===== src/rtl/glitch_ack_framer.sv =====
// Reports each completed glitch to the host as a 5-byte UART frame (SOF, seq, ofs_lo, dur_lo, CHK).
// Also owns the host TX line: framer output while a frame is in flight, otherwise target_rx passthrough.
module glitch_ack_framer #(
  parameter logic [7:0]  SOF          = 8'hA5,
  parameter int unsigned BUSY_TIMEOUT = 16
) (
  input  logic        clk,
  input  logic        rst,
  input  logic        pulse_done,
  input  logic [31:0] glitch_ofs,
  input  logic [31:0] glitch_dur,
  output logic [7:0]  tx_data,
  output logic        tx_en,
  input  logic        tx_busy,
  input  logic        ack_line,
  input  logic        target_rx,
  output logic        uart_line,
  output logic        frame_active,
  output logic [7:0]  seq,
  output logic [7:0]  drop_cnt
);

  localparam int unsigned TW = $clog2(BUSY_TIMEOUT);

  typedef enum logic [2:0] {IDLE, LOAD, STROBE, WAIT_HI, WAIT_LO, NEXT} state_e;

  state_e        state_q, state_d;
  logic          pulse_q, pulse_d;
  logic          pending_q, pending_d;
  logic [7:0]    slot_ofs_q, slot_ofs_d;
  logic [7:0]    slot_dur_q, slot_dur_d;
  logic [7:0]    frm_ofs_q, frm_ofs_d;
  logic [7:0]    frm_dur_q, frm_dur_d;
  logic [2:0]    idx_q, idx_d;
  logic [TW-1:0] to_cnt_q, to_cnt_d;
  logic [7:0]    tx_data_q, tx_data_d;
  logic          tx_en_q, tx_en_d;
  logic          frame_active_q, frame_active_d;
  logic [7:0]    seq_q, seq_d;
  logic [7:0]    drop_q, drop_d;
  logic [7:0]    byte_sel;
  logic          event_w;
  logic          consume_w;
  logic          unused_hi_bits;

  assign unused_hi_bits = ^{glitch_ofs[31:8], glitch_dur[31:8]};

  always_comb begin
    byte_sel = SOF;
    case (idx_q)
      3'd0:    byte_sel = SOF;
      3'd1:    byte_sel = seq_q;
      3'd2:    byte_sel = frm_ofs_q;
      3'd3:    byte_sel = frm_dur_q;
      default: byte_sel = seq_q ^ frm_ofs_q ^ frm_dur_q;
    endcase
  end

  always_comb begin
    state_d        = state_q;
    pulse_d        = pulse_done;
    pending_d      = pending_q;
    slot_ofs_d     = slot_ofs_q;
    slot_dur_d     = slot_dur_q;
    frm_ofs_d      = frm_ofs_q;
    frm_dur_d      = frm_dur_q;
    idx_d          = idx_q;
    to_cnt_d       = to_cnt_q;
    tx_data_d      = tx_data_q;
    tx_en_d        = 1'b0;
    frame_active_d = frame_active_q;
    seq_d          = seq_q;
    drop_d         = drop_q;

    event_w   = pulse_done & ~pulse_q;
    consume_w = (state_q == LOAD);

    // A consume in the same cycle frees the slot first, so the new event lands instead of dropping.
    if (consume_w) pending_d = 1'b0;
    if (event_w) begin
      if (pending_q && !consume_w) begin
        if (drop_q != 8'hFF) drop_d = drop_q + 8'd1;
      end else begin
        pending_d  = 1'b1;
        slot_ofs_d = glitch_ofs[7:0];
        slot_dur_d = glitch_dur[7:0];
      end
    end

    case (state_q)
      IDLE: if (pending_q) state_d = LOAD;
      LOAD: begin
        frm_ofs_d      = slot_ofs_q;
        frm_dur_d      = slot_dur_q;
        idx_d          = 3'd0;
        frame_active_d = 1'b1;
        state_d        = STROBE;
      end
      STROBE: if (!tx_busy) begin
        tx_data_d = byte_sel;
        tx_en_d   = 1'b1;
        to_cnt_d  = '0;
        state_d   = WAIT_HI;
      end
      WAIT_HI: begin
        if (tx_busy)                              state_d  = WAIT_LO;
        else if (to_cnt_q == TW'(BUSY_TIMEOUT - 1)) state_d  = NEXT;
        else                                      to_cnt_d = to_cnt_q + TW'(1);
      end
      WAIT_LO: if (!tx_busy) state_d = NEXT;
      NEXT: begin
        if (idx_q == 3'd4) begin
          seq_d          = seq_q + 8'd1;
          frame_active_d = 1'b0;
          state_d        = IDLE;
        end else begin
          idx_d   = idx_q + 3'd1;
          state_d = STROBE;
        end
      end
      default: state_d = IDLE;
    endcase
  end

  always_ff @(posedge clk) begin
    if (rst) begin
      state_q        <= IDLE;
      pulse_q        <= 1'b0;
      pending_q      <= 1'b0;
      slot_ofs_q     <= '0;
      slot_dur_q     <= '0;
      frm_ofs_q      <= '0;
      frm_dur_q      <= '0;
      idx_q          <= '0;
      to_cnt_q       <= '0;
      tx_data_q      <= '0;
      tx_en_q        <= 1'b0;
      frame_active_q <= 1'b0;
      seq_q          <= '0;
      drop_q         <= '0;
    end else begin
      state_q        <= state_d;
      pulse_q        <= pulse_d;
      pending_q      <= pending_d;
      slot_ofs_q     <= slot_ofs_d;
      slot_dur_q     <= slot_dur_d;
      frm_ofs_q      <= frm_ofs_d;
      frm_dur_q      <= frm_dur_d;
      idx_q          <= idx_d;
      to_cnt_q       <= to_cnt_d;
      tx_data_q      <= tx_data_d;
      tx_en_q        <= tx_en_d;
      frame_active_q <= frame_active_d;
      seq_q          <= seq_d;
      drop_q         <= drop_d;
    end
  end

  assign tx_data      = tx_data_q;
  assign tx_en        = tx_en_q;
  assign frame_active = frame_active_q;
  assign seq          = seq_q;
  assign drop_cnt     = drop_q;
  assign uart_line    = frame_active_q ? ack_line : target_rx;

endmodule


===== config.mk =====
export PLATFORM = sky130hd
export DESIGN_NAME = glitch_ack_framer
export DESIGN_NICKNAME = d
export VERILOG_FILES = /design/src/rtl/glitch_ack_framer.sv
export SDC_FILE = /design/constraint.sdc
export NUM_CORES = 1
export LEC_CHECK = 0
export ABC_AREA = 0
export BUFFER_PORTS_ARGS = -buffer_cell sky130_fd_sc_hd__clkbuf_2
export CORE_ASPECT_RATIO = 0.7
export CORE_UTILIZATION = 40
export DETAILED_ROUTE_END_ITERATION = 10
export PLACE_DENSITY = 0.63
export SYNTH_ARGS = -nofsm -noshare
export SYNTH_HDL_FRONTEND = slang
export SYNTH_SLANG_ARGS = --single-unit

===== constraint.sdc =====
create_clock -name clk -period 4.48 [get_ports clk]
set_clock_uncertainty 0.15 [all_clocks]
set_input_delay 0.896 -clock clk [delete_from_list [all_inputs] [get_ports clk]]
set_output_delay 0.896 -clock clk [all_outputs]
set_load 0.02 [all_outputs]

-- After elaboration in Yosys (flattened, before gate mapping)
Index checks and enable logic that the tools add are counted.
Widths: inputs -> output; s select.
- $add $sub $neg: 4
- equal/unequal tests: 19
- mux-type cells: 21
- bitwise operators: 7
- reductions and logical operators: 15
- operators by type and width (kind ; count):
    $pmux 8 s4 ; 1
    $mux 3 ; 6
    $pmux 3 s6 ; 1
    $add 8x1->8 const B ; 2
    $xor 8x8->8 ; 2
    $ne 2x2->1 const B ; 7
    $eq 3x2->1 const B ; 4
    $mux 4 ; 3
    $reduce_and 2->1 ; 5
    $eq 3x3->1 const B ; 3
    $ne 8x8->1 const B ; 1
    $pmux 4 s2 ; 1
    $reduce_and 4->1 ; 2
    $eq 3x1->1 const B ; 2
    $logic_not 3->1 ; 2
    $mux 1 ; 6
    $pmux 3 s2 ; 1
    $add 4x1->4 const B ; 1
    $eq 4x4->1 const B ; 1
    $not 1->1 ; 4
    $reduce_bool 2->1 ; 2
    $add 3x1->3 const B ; 1
    $ne 3x3->1 const B ; 1
    $reduce_and 3->1 ; 1
    6 further kinds ; 6
- bits in registers: 70
- bits of input ports: 70
- output and inout port bits: 27
- logic and storage cells: 80

-- Depth between registers and ports, before layout
Gate-level depths: netlist (run 1).
- depth after elaboration: 5
- gate-level depth with buffers: 8
- depth with buffers taken out: 6

-- Worst setup path before layout (run 1)
Ideal clock, no wire load.
- path kind: in2out
- from: in ack_line
- to: out uart_line
- data arrival time: 1.201 ns
- required time: 3.434 ns
- path slack: 2.233 ns
- stages on the path: 1
- buffers on the path: 0
- cells stage by stage: mux2_2
- longest elaborated chain between the ends: 1
- RTL lines (item ; line ; text):
    start, declared ; 15 ; input logic ack_line,
    $mux 1 ; 164 ; assign uart_line = frame_active_q ? ack_line : target_rx;
    end, declared ; 17 ; output logic uart_line,
Every way passes these cells.

-- Final worst setup path (run 1)
- from: reg state_q[2]
- to: reg drop_q[5], in the netlist drop_cnt[5]
- longest elaborated chain between the ends: 4
- RTL lines (item ; line ; text):
    start, declared ; 27 ; state_e state_q, state_d;
    start signal, assigned ; 142 ; state_q <= state_d;
    $eq 3x1->1 ; 76 ; consume_w = (state_q == LOAD);
    $logic_not 1->1 ; 81 ; if (pending_q && !consume_w) begin
    $logic_and 1x1->1 ; 81 ;
    $reduce_and 3->1 (no line) ; n/a ;
    end signal, assigned ; 155 ; drop_q <= drop_d;
    end, declared ; 40 ; logic [7:0] drop_q, drop_d;
Every way passes these cells.
A chain may end at the register's enable or synchronous reset.

==> results.sh, run 1 <==
export IMPL_final_period_utilization_pct=63.8
export IMPL_cts_max_level=3
export IMPL_ys_warnings_count=0
export IMPL_cts_sinks=70
export IMPL_path_cells="or3b_1, o2111ai_1, or4_1, a21oi_1"
export IMPL_dp_hpwl_um=5070
export IMPL_io_buffers=48
export IMPL_worst_setup_path_end_kind="register"
export IMPL_synth_cells=380
export IMPL_mostFrequentLayoutCell="dfxtp_1"
export IMPL_core_um2=7550
export IMPL_grt_usage_pct=18.0
export IMPL_synth_compound_area_share_pct=16.7
export IMPL_die_h_um=77.1
export IMPL_slew_headroom_pct=24.7
export IMPL_cp_data_required_time_ns=4.59
export IMPL_clkTransAtPathRegs_ns=0.06
export IMPL_ys_ff_latch=70
export IMPL_cts_hold_buf=0
export IMPL_cts_root_buf="clkbuf_16"
export IMPL_layout_drive_gt1_share_pct=16.7
export IMPL_maxCapViolCount=0
export IMPL_hold_class="register to register"
export IMPL_placed_area_um2=3460
export IMPL_grt_pass1_vias=2364
export IMPL_synthSimpleGateAreaFrac_pct=20.6
export IMPL_die_width_um=109
export IMPL_layout_common_cells="dfxtp_1, nor2_1, clkbuf_2"
export IMPL_dp_slack_ns=1.62
export IMPL_cts_buffers=9
export IMPL_first_iter_violations=131
export IMPL_start_kind="register"
export IMPL_ios=97
export IMPL_critical_path_top_delay_family="simple AND/OR/NAND/NOR gates"
export IMPL_fmax_mhz=350
export IMPL_grt_overflow=0
export IMPL_rsz0062_at_grt="no"
export IMPL_diodes=0
export IMPL_yosys_area_share_xor_xnor_pct=4.90
export IMPL_wl_per_cell_um=13.8
export IMPL_synth_top_family_by_area="simple AND/OR/NAND/NOR gates"
export IMPL_drt_first_pass_iters=4
export IMPL_tightest_slew_ns=1.12
export IMPL_drc=0
export IMPL_fin_tns_setup_ns=0
export IMPL_max_stage_delay_ns=0.66
export IMPL_antenna_found_initial=0
export IMPL_rows=26
export IMPL_final_hold_violation_count=0
export IMPL_status="completed"
export IMPL_worstPathArrival_ns=2.97
export IMPL_ys_types=41
export IMPL_clk_path_buf_depth=2
export IMPL_initial_utilization_pct=42.7
export IMPL_timing_critical_path_buf_inv=0
export IMPL_peakVddDrop_uv=264
export IMPL_cpMaxStageDelayCell="o2111ai_1"
export IMPL_drtAntennaViolNets=0
export IMPL_slew_violations=0
export IMPL_syn2layout_area_growth_pct=16.6
export IMPL_synthesis_area_um2=3220
export IMPL_cts_tree="done"
export IMPL_synth_adder_area_share_pct=3.11
export IMPL_power_density_nw_per_um2=387
export IMPL_p_leak_nw=1.40
export IMPL_critPathMaxFanout=20
export IMPL_num_vias=2687
export IMPL_ctsResizeCount=0
export IMPL_grt_pass1_wl_um=11600
export IMPL_gp_congestion=0.854
export IMPL_fin_crit_ns=2.86
export IMPL_cts_setup_buffers=0
export IMPL_yosysSeqAreaShare_pct=43.5
export IMPL_critical_path_class="register to register"
export IMPL_fin_nets=493
export IMPL_grt_max_degree=37
export IMPL_syn_nets=458
export IMPL_fin_area_um2=3760
export IMPL_synth_avg_cell_area_um2=8.48
export IMPL_routed_wl_um=7120
export IMPL_dieArea_um2=8420
export IMPL_synthMuxAreaShare_pct=5.94
export IMPL_clk_latency_ns=0.33
export IMPL_finalSetupViolCount=0
export IMPL_vias_per_cell=5.20
export IMPL_setup_slack_ns=1.62
## layer usage
metal / GRT usage, % / vias up / share of wire [%]
met5: 0 / - / 0
met4: 4.00 / 0 / 0.72
met3: 5.53 / 6 / 6.2
met2: 24.2 / 53 / 41
met1: 27.6 / 1231 / 52
li1: - / 1397 / -
## cell type report
cell class / count / area (um2)
flip-flops and latches: 70 / 1400
repair buffers: 50 / 255
fillers: 768 / 3790
clock inverters: 6 / 71.3
inverters: 8 / 30.0
well taps: 98 / 123
multi-input cells: 276 / 1650
clock buffers: 9 / 225
## power breakdown
group	internal, mW	leakage [nW]	total [mW]	switching (mW)
clock	0.431	0.138	0.697	0.267
combinational	0.0387	0.692	0.0971	0.0584
sequential	0.643	0.568	0.659	0.0160
total	1.11	1.40	1.45	0.341
## sequential cells by signal (all words and copies together) (netlist names), 3 cells and up
| signal | flops |
|---|---|
| drop_cnt | 8 |
| frm_dur_q | 8 |
| frm_ofs_q | 8 |
| seq | 8 |
| slot_dur_q | 8 |
| slot_ofs_q | 8 |
| tx_data | 8 |
| to_cnt_q | 4 |
| idx_q | 3 |
| state_q | 3 |
## tightest hold or removal path, cell delays in order, from the launching register on
cell	delay [ns]
dfxtp_1	0.31
nand2_1	0.05
a21oi_1	0.05
## metrics by stage
step	power [mW]	utilization (%)	std cells	hold slack, ns
4_1_cts	1.47	49.8	517	0.308
6_report	1.45	49.8	517	0.304
5_1_grt	1.51	49.8	517	0.323
2_1_floorplan	0.746	-	380	0.281
3_5_place_dp	0.771	45.8	502	0.299
3_3_place_gp	0.767	45.8	502	0.292
## cells in the mapped netlist, drive strengths merged
cell type	n	area, um2
dfxtp	70	1400
nor2	52	195
nand2	45	169
a21oi	42	214
mux2i	18	180
clkbuf	17	63.8
xnor2	15	131
o21ai	13	65.1
buf	9	75.1
nand3	9	45.0
ha	8	100
inv	8	30.0
a31oi	6	37.5
o31ai	6	45.0
or3	6	37.5
a211oi	5	37.5
nor2b	5	31.3
a221oi	4	35.0
a22oi	4	30.0
and2	4	25.0
nor3	4	20.0
nor4	4	25.0
o2111ai	4	35.0
nand4	3	18.8
or4	3	22.5
xor2	3	26.3
and3	2	12.5
nand3b	2	15.0
a2111oi	1	8.76
a21boi	1	11.3
a221o	1	10.0
a2bb2oi	1	8.76
mux2	1	11.3
nor3b	1	12.5
nor4b	1	15.0
or3b	1	8.76
or4b	1	10.0
## path summary, 6_finish.rpt
path / from / to / slack, ns / cells past startpoint
worst min register to register: slot_ofs_q[1] / frm_ofs_q[1] / 0.30 / 2
worst max-delay path: state_q[2] / drop_cnt[5] / 1.62 / 4
worst min-delay path: slot_ofs_q[1] / frm_ofs_q[1] / 0.30 / 2
worst max register to register: state_q[2] / drop_cnt[5] / 1.62 / 4
## cells by family (layout without fill, tap and decap cells)
logic type | Yosys count | count (layout)
AOI/OAI and AO/OA | 88 | 88
adders and majority gates | 8 | 8
and+or+nand+nor | 143 | 143
xor gates and xnor gates | 18 | 18
DFF | 70 | 70
buffers and inverters | 34 | 73
muxes | 19 | 19
Note: power is estimated with default switching activity, not from simulation.
==> inputs of run 2 (changes only) <==
clock period = 2.8 ns   (was 4.48 ns; I/O delays follow)
==> results.sh, run 2 (synthesis gave the netlist of run 1 again) <==
export IMPL_die_width_um=109
export IMPL_fin_crit_ns=2.33
export IMPL_wl_per_cell_um=13.8
export IMPL_finalSetupViolCount=0
export IMPL_placed_cells=507
export IMPL_diodes=0
export IMPL_layoutNonFillerInstCount=523
export IMPL_worstPathArrival_ns=2.44
export IMPL_status="completed"
export IMPL_io_buffers=48
export IMPL_mostFrequentLayoutCell="dfxtp_1"
export IMPL_cts_root_buf="clkbuf_16"
export IMPL_slew_headroom_pct=57.6
export IMPL_clk_latency_ns=0.33
export IMPL_worst_setup_path_end_kind="register"
export IMPL_tightest_slew_ns=0.634
export IMPL_initial_utilization_pct=42.7
export IMPL_die_h_um=77.1
export IMPL_hold_class="register to register"
export IMPL_slew_violations=0
export IMPL_core_um2=7550
export IMPL_drt_first_pass_iters=4
export IMPL_grt_max_degree=33
export IMPL_cts_buffers=9
export IMPL_ios=97
export IMPL_grt_pass1_vias=2525
export IMPL_cts_max_level=3
export IMPL_fmax_mhz=429
export IMPL_num_vias=2758
export IMPL_vias_per_cell=5.27
export IMPL_grt_usage_pct=19.0
export IMPL_cts_setup_buffers=0
export IMPL_rows=26
export IMPL_routed_wl_um=7240
export IMPL_peakVddDrop_uv=343
export IMPL_critPathMaxFanout=14
export IMPL_drc=0
export IMPL_p_leak_nw=1.43
export IMPL_drtAntennaViolNets=0
export IMPL_fin_nets=498
export IMPL_dp_hpwl_um=5170
export IMPL_rsz0062_at_grt="no"
export IMPL_cts_tree="done"
export IMPL_holdWs_ns=0.299
export IMPL_dieArea_um2=8420
export IMPL_clk_path_buf_depth=2
export IMPL_cts_sinks=70
export IMPL_grt_overflow=0
export IMPL_first_iter_violations=131
export IMPL_final_hold_violation_count=0
export IMPL_antenna_found_initial=0
export IMPL_maxCapViolCount=0
export IMPL_setup_slack_ns=0.469
export IMPL_dp_slack_ns=0.288
export IMPL_layout_drive_gt1_share_pct=18.1
export IMPL_critical_path_class="register to register"
export IMPL_syn2layout_area_growth_pct=18.3
export IMPL_power_density_nw_per_um2=622
export IMPL_gp_congestion=0.849
export IMPL_finalPower_mw=2.37
export IMPL_final_period_utilization_pct=83.2
export IMPL_grt_pass1_wl_um=12400
export IMPL_cp_data_required_time_ns=2.91
export IMPL_clkTransAtPathRegs_ns=0.06
export IMPL_start_kind="register"
export IMPL_fin_tns_setup_ns=0
export IMPL_layout_common_cells="dfxtp_1, nor2_1, clkbuf_2"
-- run 2: cell types whose count changed in the layout (fill, tap and decap cells not counted) --
cell and change:
o2111ai_1 -1, clkbuf_8 +1, clkinv_2 +1, o2111ai_2 +1, clkinvlp_4 -1, buf_4 +5
-- run 2: final cells by class --
cell class / count / area, um2
well taps: 98 / 123
inverters: 8 / 30.0
multi-input cells: 276 / 1660
fillers: 742 / 3740
repair buffers: 55 / 293
clock inverters: 6 / 68.8
flip-flops and latches: 70 / 1400
clock buffers: 10 / 239
-- run 2: where the power goes --
| part | internal, mW | switching (mW) | total (mW) |
|---|---|---|---|
| Sequential | 1.03 | 0.0260 | 1.05 |
| Combinational | 0.0665 | 0.0946 | 0.161 |
| Clock | 0.718 | 0.438 | 1.16 |
| Total | 1.81 | 0.559 | 2.37 |
-- run 2: layer usage --
metal | routed length [um] | track usage (%) | up-vias
li1 | - | - | 1411
met1 | 3640 | 27.5 | 1274
met2 | 3030 | 26.2 | 71
met3 | 549 | 7.31 | 2
met4 | 15 | 4.80 | 0
met5 | 0 | 0 | -
-- run 2: worst max-delay path, stage by stage, from the launching register on --
cell       delay, ns
dfxtp_1         0.57
or3b_1          0.43
o2111ai_2       0.41
or4_1           0.57
a21oi_1         0.14
-- run 2: final timing paths --
| path | slack [ns] | start | to | cells after the start |
|---|---|---|---|---|
| setup / recovery | 0.47 | state_q[2] | drop_cnt[7] | 4 |
| hold / removal | 0.30 | slot_ofs_q[1] | frm_ofs_q[1] | 2 |
| hold reg to reg | 0.30 | slot_ofs_q[1] | frm_ofs_q[1] | 2 |
| setup reg to reg | 0.47 | state_q[2] | drop_cnt[7] | 4 |
-- run 2: repair_timing --
item,in CTS,in global routing
gates resized for setup,0,1
setup endpoints to repair,0,1
hold buffers,0,0
-- run 2: through the flow --
stage / utilization [%] / area (um2)
finish: 50.5 / 3810
global route: 50.5 / 3810
CTS: 50.4 / 3800
detailed placement: 46.3 / 3500
global placement: 46.3 / 3500
floorplan: - / 3220
==> inputs of run 3 (changes only) <==
PLACE_DENSITY = 0.65   (was 0.63)
clock period = 1.9 ns   (was 2.8 ns; I/O delays follow)
==> results.sh, run 3 (synthesis gave the netlist of run 1 again) <==
export IMPL_reg2reg_slack_ns=0.08
export IMPL_core_um2=7550
export IMPL_worst_setup_path_end_kind="register"
export IMPL_worstPathArrival_ns=1.92
export IMPL_status="completed"
export IMPL_r2r_start="idx_q[1]"
export IMPL_layout_common_cells="dfxtp_1, nor2_1, clkbuf_2"
export IMPL_critical_path_top_delay_family="compound AO/OA/AOI/OAI gates"
export IMPL_diodes=0
export IMPL_worst_r2r_path_depth=6
export IMPL_wl_per_cell_um=13.6
export IMPL_final_hold_violation_count=0
export IMPL_clkTransAtPathRegs_ns=0.06
export IMPL_cpMaxStageDelayCell="or3_4"
export IMPL_finalPower_mw=3.47
export IMPL_drtAntennaViolNets=0
export IMPL_p_leak_nw=1.52
export IMPL_placed_area_um2=3650
export IMPL_first_iter_violations=150
export IMPL_dieArea_um2=8420
export IMPL_layoutNonFillerInstCount=539
export IMPL_clk_latency_ns=0.33
export IMPL_cts_root_buf="clkbuf_16"
export IMPL_fin_tns_setup_ns=0
export IMPL_die_width_um=109
export IMPL_gp_congestion=0.808
export IMPL_fin_crit_ns=1.82
export IMPL_cts_max_level=3
export IMPL_ios=97
export IMPL_grt_overflow=0
export IMPL_vias_per_cell=5.09
export IMPL_tightest_slew_ns=0.377
export IMPL_die_h_um=77.1
export IMPL_mostFrequentLayoutCell="dfxtp_1"
export IMPL_grt_usage_pct=18.8
export IMPL_grt_pass1_wl_um=12200
export IMPL_hp_start="pulse_done"
export IMPL_dp_hpwl_um=5380
export IMPL_path_cells="buf_4, ha_2, or3_4, a2111oi_4, a31oi_1, a211oi_1"
export IMPL_reg2reg_to="tx_data[0]"
export IMPL_max_stage_delay_ns=0.41
export IMPL_clk_path_buf_depth=2
export IMPL_final_period_utilization_pct=96.0
export IMPL_cp_data_required_time_ns=1.99
export IMPL_critPathMaxFanout=4
export IMPL_grt_pass1_vias=2483
export IMPL_grt_max_degree=31
export IMPL_finalSetupViolCount=0
export IMPL_min_to="pulse_q"
export IMPL_io_buffers=48
export IMPL_whs_path_depth=2
export IMPL_slew_violations=0
export IMPL_cts_tree="done"
export IMPL_routed_wl_um=7350
export IMPL_power_density_nw_per_um2=869
export IMPL_initial_utilization_pct=42.7
export IMPL_num_vias=2745
export IMPL_drc=0
export IMPL_drt_first_pass_iters=5
export IMPL_syn2layout_area_growth_pct=24.0
export IMPL_fmax_mhz=548
export IMPL_maxCapViolCount=0
export IMPL_cts_sinks=70
export IMPL_peakVddDrop_uv=609
export IMPL_layout_drive_gt1_share_pct=23.1
export IMPL_placed_cells=521
export IMPL_start_kind="register"
export IMPL_hold_class="input pin to register"
export IMPL_cts_buffers=9
export IMPL_timing_critical_path_buf_inv=1
export IMPL_rows=26
export IMPL_fin_area_um2=4000
export IMPL_antenna_found_initial=0
export IMPL_critical_path_class="register to register"
export IMPL_slew_headroom_pct=74.8
export IMPL_fin_nets=514
-- run 3: cell types whose count changed in the layout (fill, tap and decap cells not counted), sizes merged --
cell and delta:
clkinvlp +1, clkinv -1, buf +16
-- run 3: cell type report --
type / count / area, um2
inverter: 8 / 30.0
multi-input combinational: 276 / 1700
clock buffer: 10 / 229
sequential: 70 / 1400
tap: 98 / 123
clock inverter: 6 / 71.3
fill: 713 / 3550
timing repair buffer: 71 / 438
-- run 3: what timing repair did --
item / CTS / global route
cloned: 0 / 0
endpoints found under the setup margin: 8 / 10
setup buffers: 0 / 2
pin swaps: 0 / 6
hold buffers: 0 / 0
resized for setup: 2 / 5
-- run 3: routing by layer --
| metal | vias to the layer above | track usage, % | part of all wire, % | wire length, um |
|---|---|---|---|---|
| li1 | 1437 | - | - | - |
| met1 | 1231 | 28.3 | 51 | 3760 |
| met2 | 69 | 25.3 | 40 | 2950 |
| met3 | 8 | 5.36 | 7.5 | 552 |
| met4 | 0 | 5.60 | 1.1 | 84 |
| met5 | - | 0 | 0 | 0 |
-- run 3: worst max path at each step --
| stage | cells past startpoint | startpoint | slack (ns) | end |
|---|---|---|---|---|
| 5_1_grt | 6 | idx_q[0] | -0.003 | tx_data[0] |
| 6_report | 6 | idx_q[1] | 0.08 | tx_data[0] |
| 4_1_cts | 6 | idx_q[1] | 0.02 | tx_data[0] |
| 2_1_floorplan | 7 | idx_q[1] | 0.007 | tx_data[0] |
| 3_3_place_gp | 6 | idx_q[1] | 0.02 | tx_data[2] |
| 3_5_place_dp | 6 | idx_q[1] | -0.08 | tx_data[5] |
-- run 3: per-stage QoR --
step	hold WS (ns)	setup slack [ns]	utilization (%)
after global routing	0.138	-0.00260	52.9
after detailed placement	0.302	-0.0751	48.4
after floorplan	0.281	0.00745	-
final	0.128	0.0765	52.9
after CTS	0.122	0.0196	52.5
after global placement	0.294	0.0165	48.4
-- run 3: power breakdown --
group	switching, mW	internal [mW]	leakage, nW
registers	0.0360	1.52	0.569
logic	0.147	0.115	0.808
clock network	0.634	1.02	0.139
total	0.817	2.66	1.52
